File: src/rtl/reg_mem_wb_stage_pkg.sv
// Shared pipeline definitions for the MEM/WB stage: default field widths and
// the control-bundle field ordering shared by the EX/MEM and MEM/WB stages.
package reg_mem_wb_stage_pkg;

    localparam int DEF_DATA_W = 32;
    localparam int DEF_BYTE_W = 8;
    localparam int DEF_REG_W  = 4;

    // Write-back control bundle, MSB first. Both pipeline stages pack the
    // control bits through this type so the ordering can never diverge.
    typedef struct packed {
        logic sel_dat;
        logic sel_c;
        logic we_v;
        logic we_c;
        logic sel_sto;
    } memwb_ctrl_t;

    localparam int CTRL_W = $bits(memwb_ctrl_t);

    // Packs the individual control inputs into the shared bundle ordering.
    function automatic memwb_ctrl_t pack_ctrl(
        input logic sel_dat,
        input logic sel_c,
        input logic we_v,
        input logic we_c,
        input logic sel_sto
    );
        memwb_ctrl_t c;
        c.sel_dat = sel_dat;
        c.sel_c   = sel_c;
        c.we_v    = we_v;
        c.we_c    = we_c;
        c.sel_sto = sel_sto;
        return c;
    endfunction

endpackage

File: src/rtl/reg_mem_wb_stage_pipe_reg_en.sv
// pipe_reg_en: parameterised flop vector with synchronous active-high reset
// and an active-high load enable. Reset takes priority over load.
module reg_mem_wb_stage_pipe_reg_en #(
    parameter int W = 8
) (
    input  logic         clk,
    input  logic         rst,
    input  logic         load_i,
    input  logic [W-1:0] d_i,
    output logic [W-1:0] q_o
);

    logic [W-1:0] data_d;
    logic [W-1:0] data_q;

    // Next-state: take the new word when loading, otherwise recirculate.
    always_comb begin
        data_d = data_q;
        if (load_i) begin
            data_d = d_i;
        end else begin
            data_d = data_q;
        end
    end

    // State register with synchronous reset dominating the load path.
    always_ff @(posedge clk) begin
        if (rst) begin
            data_q <= {W{1'b0}};
        end else begin
            data_q <= data_d;
        end
    end

    assign q_o = data_q;

endmodule

File: src/rtl/reg_mem_wb_stage.sv
// MEM/WB pipeline register of the image-filter processor. All fields are
// concatenated into one bundle and captured by a single enable/reset flop
// vector, so no field can ever update independently of the others.
module reg_mem_wb_stage
    import reg_mem_wb_stage_pkg::*;
#(
    parameter int DATA_W = DEF_DATA_W,
    parameter int BYTE_W = DEF_BYTE_W,
    parameter int REG_W  = DEF_REG_W
) (
    input  logic              clk,
    input  logic              rst,
    input  logic              WE,
    input  logic              SEL_DAT_In,
    input  logic              SEL_C_In,
    input  logic              WE_V_In,
    input  logic              WE_C_In,
    input  logic              SEL_STO_In,
    input  logic [DATA_W-1:0] Do_In,
    input  logic [BYTE_W-1:0] Dob_In,
    input  logic [DATA_W-1:0] ALU_Result_In,
    input  logic [REG_W-1:0]  Rg_In,
    output logic [DATA_W-1:0] Do,
    output logic [BYTE_W-1:0] Dob,
    output logic [DATA_W-1:0] ALU_Result,
    output logic              WE_C,
    output logic              WE_V,
    output logic              SEL_C,
    output logic              SEL_DAT,
    output logic              SEL_STO,
    output logic [REG_W-1:0]  Rg
);

    localparam int BUNDLE_W = 2 * DATA_W + BYTE_W + REG_W + CTRL_W;

    memwb_ctrl_t         ctrl_in_s;
    memwb_ctrl_t         ctrl_out_s;
    logic [BUNDLE_W-1:0] bundle_d;
    logic [BUNDLE_W-1:0] bundle_q;
    logic                load_s;

    // WE is active-low: 0 loads, 1 holds.
    assign load_s    = ~WE;
    assign ctrl_in_s = pack_ctrl(SEL_DAT_In, SEL_C_In, WE_V_In, WE_C_In, SEL_STO_In);
    assign bundle_d  = {Do_In, Dob_In, ALU_Result_In, Rg_In, ctrl_in_s};

    reg_mem_wb_stage_pipe_reg_en #(
        .W (BUNDLE_W)
    ) u_bundle_reg (
        .clk    (clk),
        .rst    (rst),
        .load_i (load_s),
        .d_i    (bundle_d),
        .q_o    (bundle_q)
    );

    // Outputs come straight from the flop vector; no input reaches them
    // without passing through a clock edge.
    assign {Do, Dob, ALU_Result, Rg, ctrl_out_s} = bundle_q;
    assign SEL_DAT = ctrl_out_s.sel_dat;
    assign SEL_C   = ctrl_out_s.sel_c;
    assign WE_V    = ctrl_out_s.we_v;
    assign WE_C    = ctrl_out_s.we_c;
    assign SEL_STO = ctrl_out_s.sel_sto;

endmodule

File: config.mk
export PLATFORM = sky130hd
export DESIGN_NAME = reg_mem_wb_stage
export DESIGN_NICKNAME = d
export VERILOG_FILES = /design/src/rtl/reg_mem_wb_stage_pkg.sv /design/src/rtl/reg_mem_wb_stage_pipe_reg_en.sv /design/src/rtl/reg_mem_wb_stage.sv
export SDC_FILE = /design/constraint.sdc
export NUM_CORES = 1
export LEC_CHECK = 0
export BUFFER_PORTS_ARGS = -buffer_cell sky130_fd_sc_hd__buf_4
export CAP_MARGIN = 20
export CORE_ASPECT_RATIO = 0.75
export CORE_MARGIN = 2
export CORE_UTILIZATION = 39
export CTS_CLUSTER_SIZE = 30
export DETAILED_ROUTE_END_ITERATION = 10
export HOLD_SLACK_MARGIN = 0.1
export PLACE_DENSITY_LB_ADDON = 0.12
export SKIP_CTS_REPAIR_TIMING = 1
export SYNTH_ARGS = -nofsm -noshare
export SYNTH_HDL_FRONTEND = slang
export SYNTH_SLANG_ARGS = --single-unit
File: constraint.sdc
create_clock -name clk -period 0.8 [get_ports clk]
set_input_delay 0.16 -clock clk [delete_from_list [all_inputs] [get_ports clk]]
set_output_delay 0.16 -clock clk [all_outputs]
set_load 0.03 [all_outputs]
# After elaboration in Yosys (flattened, before gate mapping)

Index checks and enable logic that the tools add are counted.

Output and inout port bits: 81
Bits in registers: 81
Logic and storage cells: 1
Bits of input ports: 84

# Logic depth before layout (Yosys ltp)

Gate-level depths: netlist of run 1.

Word-level depth: 0
Gate-level depth with buffers: 4

# By module

From an unflattened synthesis of run 1, not the netlist that was laid out.

Cells, all modules: 262
Area, all modules: 2906.5 um^2

Modules (own cells, without submodules):

| module                       | area an instance (um^2) | instances | seq. area each (um^2) | cells each |
|---|---|---|---|---|
| reg_mem_wb_stage_pipe_reg_en | 2902.8                  | 1         | 1621.6                | 261 |
| reg_mem_wb_stage             | 3.8                     | 1         | 0.0                   | 1 |

# Worst setup path before layout of run 1

Ideal clock, no wire load.

Path kind: input to register
From: input WE
To: register u_bundle_reg.data_q[10] (netlist: u_bundle_reg.q_o[10])
Stages: 4
Library setup time: 0.128 ns
Path buffers: 2
Required time: 0.672 ns
Slack: -0.015 ns
Data arrival time: 0.687 ns
Path through: buf_6 > buf_8 > mux2i_1 > nor2_1

RTL lines:

| item                 | RTL line                           | RTL |
|---|---|---|
| start, declared      | reg_mem_wb_stage.sv:13             | `input logic WE,` |
| end signal, assigned | reg_mem_wb_stage_pipe_reg_en.sv:29 | `data_q <= {W{1'b0}};` |
| end signal, assigned | reg_mem_wb_stage_pipe_reg_en.sv:31 | `data_q <= data_d;` |
| end, declared        | reg_mem_wb_stage_pipe_reg_en.sv:14 | `logic [W-1:0] data_q;` |

# Worst setup path in the final report of run 1

From: register u_bundle_reg.data_q[64] (netlist: u_bundle_reg.q_o[64])
To: output Do[15]

RTL lines:

| item          | RTL line               | RTL |
|---|---|---|
| end, declared | reg_mem_wb_stage.sv:23 | `output logic [DATA_W-1:0] Do,` |

No word-level cell between the ends.

==> run_results.csv, run 1 <==
group,metric,value,unit
run_status,status,"finished, violations left",
run_status,violations,"setup timing",
global_routing,grt_max_degree,30,
flow_run,max-cap-violations,0,
sta,setup_ws,-0.194,ns
floorplan,die_area,8160,sq um
setup_path,startpoint,"u_bundle_reg.q_o[64]$_SDFFE_PP0N_",
clocking,cts_root_buf,"clkbuf_8",
sta,rsz0062_at_grt,"true",
clocking,path_clk_slew,0.08,ns
route,vias,2747,
route,wire_per_inst,14.9,microns
finish,post-route-util,77.8,%
global_routing,grt_pass1_vias,2238,
finish,finalInstanceArea,5650,sq um
setup_path,r2r_start,"u_bundle_reg.q_o[52]$_SDFFE_PP0N_",
setup_path,critPathLaunchType,"flop",
sta,max_slew_margin,85.1,%
setup_path,cp_slowest_stage_delay,0.36,ns
sta,worst_pin_slew,0.217,ns
clocking,clk_latency,0.33,ns
setup_path,cp_data_required_time,0.64,ns
global_routing,grt-ovfl-total,0,
setup_path,worstSetupEndpointType,"output port",
clocking,cts_sinks,81,
finish,largest_register_ffs,81,
placement,portBuffers,164,
setup_path,worst-path-buf-inv,1,
clocking,cts_tree,"yes",
sta,setup_violations,95,
sta,hold_violations,0,
synth,synth-seq-cells,81,
pwr,power_leakage,2.73,nW
min_path,hold_start,"ALU_Result_In[28]",
clocking,h-tree-depth,3,
floorplan,io_pins,165,
finish,n_antenna_cell,0,
finish,drive_gt1_share,52.6,%
placement,post_dp_cell_area,4210,sq um
synth,synthCells,261,
floorplan,coreArea,7260,sq um
finish,area_growth,94.6,%
pwr,power_density,1710,nW/um^2
sta,period_share,124,%
clocking,numCtsBuffers,9,
global_routing,grt_antenna_before_repair,0,
global_routing,track_usage,17.2,%
floorplan,num_rows,27,
synth,synth_nets,345,
finish,fin_nets,594,
placement,place_congestion,0.720,
route,drt_iter0_markers,51,
setup_path,critPathArrivalTime,0.83,ns
global_routing,grt_pass1_wl,11.2,mm
synth,yosysWarnings,0,
route,wl,9.13,mm
pwr,finalPower,9.64,mW
sta,skew,0,ns
floorplan,fp.dieW,104,microns
synth,synth-seq-area-share,55.9,%
pwr,vdd_ir_drop_max,1.25,mV
setup_path,crit_path_cell_trace,"buf_6",
synth,ys_types,8,
setup_path,cp_max_fo,2,
clocking,cts.path.max_buffers,2,
setup_path,cp_slowest_cell,"dfxtp_2",
min_path,hold_class,"input port to flop",
route,antenna_left,0,
sta,slew_viol_final,0,
route,viasPerCell,4.47,
setup_path,critPathKind,"flop to output port",
setup_path,crit_family,"flip-flops",
floorplan,die_h,78.7,microns
floorplan,start_util,40.0,%
sta,period_minus_slack,0.994,ns
route,first_pass_iters,3,
synth,syn_area_per_cell,11.1,sq um
sta,fmax,1010,MHz
placement,hpwlAfterDp,5.08,mm
route,drc,0,
synth,syn-cell-area,2900,sq um
==> through the flow <==
| stage | hold slack (ns) | std cells | setup slack (ns) | setup TNS (ns) |
|---|---|---|---|---|
| floorplan | 0.304 | 261 | 0.00708 | 0 |
| global placement | 0.388 | 514 | -0.112 | -8.18 |
| detailed placement | 0.396 | 514 | -0.156 | -9.66 |
| CTS | 0.0272 | 528 | -0.250 | -17.82 |
| global route | 0.0816 | 614 | -0.237 | -17.86 |
| finish | 0.0753 | 614 | -0.194 | -13.86 |
==> layer usage <==
metal  vias to the layer above  wire, microns  GRT usage (%)
li1                       1355              -              -
met1                      1288           3650           20.4
met2                        95           4770           27.7
met3                         9            624           8.78
met4                         0             78           4.86
met5                         -              0              0
==> Yosys cell counts (all sizes together) <==
| library cell | n | area share [%] |
|---|---|---|
| mux2i | 81 | 28 |
| clkbuf | 5 | 0.69 |
| buf | 13 | 5.0 |
| dfxtp | 81 | 56 |
| nor2 | 81 | 10 |
==> cells by family after synthesis <==
logic type             share of synthesized area (%)
multiplexers                                    27.9
flip-flops                                      55.9
AND/OR/NAND/NOR                                 10.5
buffers and inverters                           5.73
==> area by class of cell <==
class / count / area (sq um)
Clock buffer: 11 / 141
Clock inverter: 3 / 42.5
Fill cell: 465 / 1610
Multi-Input combinational cell: 162 / 1110
Sequential cell: 81 / 1720
Tap cell: 101 / 126
Timing Repair Buffer: 256 / 2500
==> worst paths after layout <==
kind	to	slack [ns]	cells past startpoint
worst max-delay path	Do[15]	-0.19	1
worst min-delay path	u_bundle_reg.q_o[37]$_SDFFE_PP0N_	0.08	3
worst max register to register	u_bundle_reg.q_o[52]$_SDFFE_PP0N_	0.04	3
worst min register to register	u_bundle_reg.q_o[50]$_SDFFE_PP0N_	0.50	2
==> cells in the final DEF, fill, tap and decap left out, drive strengths merged <==
master and instances:
nor2 81, clkinv 1, dlygate4sd3 80, clkbuf 11, dfxtp 81, bufinv 1
mux2i 81, clkinvlp 1, buf 176
==> report_power, final <==
group,internal (mW),switching (mW)
clock network,1.49,1.34
logic,1.26,1.05
registers,4.32,0.177
Power figures use the tool's default switching activity.
==> inputs of run 2 (changes only) <==
--- a/config.mk
+++ b/config.mk
@@ -9,3 +9,3 @@
 export CAP_MARGIN = 20
-export CORE_ASPECT_RATIO = 0.75
+export CORE_ASPECT_RATIO = 1.75
 export CORE_MARGIN = 2
==> constraint.sdc (replaced) <==
create_clock -name clk -period 0.8 [get_ports clk]
set_input_delay 0.08 -clock clk [delete_from_list [all_inputs] [get_ports clk]]
set_output_delay 0.08 -clock clk [all_outputs]
set_load 0.03 [all_outputs]
==> run_results.csv, run 2 (synthesis gave the netlist of run 1 again) <==
group,metric,value,unit
sta,rsz0062_at_grt,"true",
pwr,clock_power_share,35.1,%
setup_path,worstSetupEndpointType,"output port",
route,wl,9.11,mm
placement,place_congestion,0.777,
finish,fin_nets,591,
finish,n_antenna_cell,0,
finish,largest_register_ffs,81,
clocking,clk_latency,0.33,ns
finish,nFillCells,466,
sta,hold_ws,0.0873,ns
finish,post-route-util,78.2,%
sta,max_slew_margin,84.1,%
pwr,combPwrFrac,21.8,%
floorplan,coreArea,7230,sq um
setup_path,cp_slowest_stage_delay,0.35,ns
floorplan,die_h,118,microns
pwr,p_int,7.74,mW
floorplan,fp.dieW,69.2,microns
setup_path,crit_family,"flip-flops",
placement,place_ws,-0.0823,ns
setup_path,critPathLaunchType,"flop",
global_routing,grt_antenna_before_repair,0,
route,vias,2741,
route,drt_iter0_markers,102,
finish,area_growth,95.0,%
clocking,h-tree-depth,3,
run_status,violations,"setup timing",
clocking,path_clk_slew,0.06,ns
global_routing,grt-ovfl-total,0,
sta,skew,0,ns
placement,portBuffers,164,
setup_path,worst-path-buf-inv,1,
route,wire_per_inst,15.3,microns
clocking,cts_sinks,81,
sta,worst_pin_slew,0.232,ns
clocking,cts.path.max_buffers,2,
setup_path,cp_data_required_time,0.72,ns
setup_path,crit_path_cell_trace,"buf_6",
global_routing,grt_max_degree,43,
sta,setup_ws,-0.0878,ns
floorplan,start_util,40.1,%
floorplan,num_rows,41,
sta,setup_violations,83,
setup_path,cp_slowest_cell,"dfxtp_2",
placement,hpwlAfterDp,4.96,mm
route,antenna_left,0,
pwr,power_density,1850,nW/um^2
clocking,cts_root_buf,"clkbuf_16",
pwr,power_leakage,2.74,nW
route,first_pass_iters,4,
pwr,p_seq_share,43.2,%
global_routing,grt_pass1_wl,10.7,mm
pwr,switching_power,2.70,mW
flow_run,max-cap-violations,0,
pwr,finalPower,10.4,mW
sta,period_share,111,%
route,viasPerCell,4.59,
sta,slew_viol_final,0,
pwr,p_sw_share,25.9,%
route,drc,0,
run_status,status,"finished, violations left",
global_routing,grt_pass1_vias,2197,
setup_path,cp_max_fo,2,
setup_path,critPathArrivalTime,0.81,ns
floorplan,die_area,8180,sq um
finish,layout_commonest_cell,"buf_4",
min_path,hold_class,"input port to flop",
sta,period_minus_slack,0.888,ns
clocking,numCtsBuffers,9,
setup_path,critPathKind,"flop to output port",
sta,fmax,1130,MHz
pwr,vdd_ir_drop_max,1.51,mV
clocking,cts_tree,"yes",
finish,drive_gt1_share,51.5,%
floorplan,io_pins,165,
global_routing,track_usage,16.8,%
sta,hold_violations,0,
==> run 2: changes by cell type in the layout (fill, tap and decap cells not counted), sizes merged <==
cell,before,now
clkinvlp,1,0
buf,176,172
clkbuf,11,15
dlygate4sd3,80,81
clkinv,1,0
bufinv,1,0
==> run 2: power by group through the flow <==
stage / clock (mW) / combinational, mW / sequential (mW)
after global placement: 0 / 1.75 / 4.48
after global routing: 3.91 / 2.40 / 4.54
after floorplan: 0 / 0.535 / 4.95
final: 3.66 / 2.27 / 4.51
after detailed placement: 0 / 1.77 / 4.49
after CTS: 3.72 / 1.77 / 4.41
==> run 2: cell type report <==
| class | count | area (sq um) | area share [%] |
|---|---|---|---|
| clock buffer | 15 | 258 | 4.55 |
| multi-input combinational | 162 | 1110 | 19.7 |
| timing repair buffer | 253 | 2460 | 43.4 |
| sequential | 81 | 1720 | 30.4 |
| tap | 86 | 108 | 1.90 |
==> run 2: worst paths after layout <==
| check | startpoint | end | slack (ns) | cells after the start |
|---|---|---|---|---|
| max | u_bundle_reg.q_o[43]$_SDFFE_PP0N_ | Dob[2] | -0.09 | 1 |
| min | WE | u_bundle_reg.q_o[11]$_SDFFE_PP0N_ | 0.09 | 3 |
| max reg2reg | u_bundle_reg.q_o[48]$_SDFFE_PP0N_ | u_bundle_reg.q_o[48]$_SDFFE_PP0N_ | 0.06 | 3 |
| min reg2reg | u_bundle_reg.q_o[18]$_SDFFE_PP0N_ | u_bundle_reg.q_o[18]$_SDFFE_PP0N_ | 0.49 | 2 |
==> run 2: routing by layer <==
metal  global-route usage [%]  up-vias  routed length [microns]
met4                     7.35        0                      159
met2                     27.9       90                     5340
met1                     18.9     1293                     3110
met5                        0        -                        0
met3                     6.22        9                      503
li1                         -     1349                        -
==> run 2: through the flow <==
stage / cells / instance area, sq um / setup TNS, ns
after floorplan: 261 / 2900 / 0
after global placement: 499 / 4170 / -2.64
after detailed placement: 499 / 4170 / -3.69
after CTS: 514 / 4430 / -9.37
after global routing: 597 / 5660 / -7.96
final: 597 / 5660 / -5.80
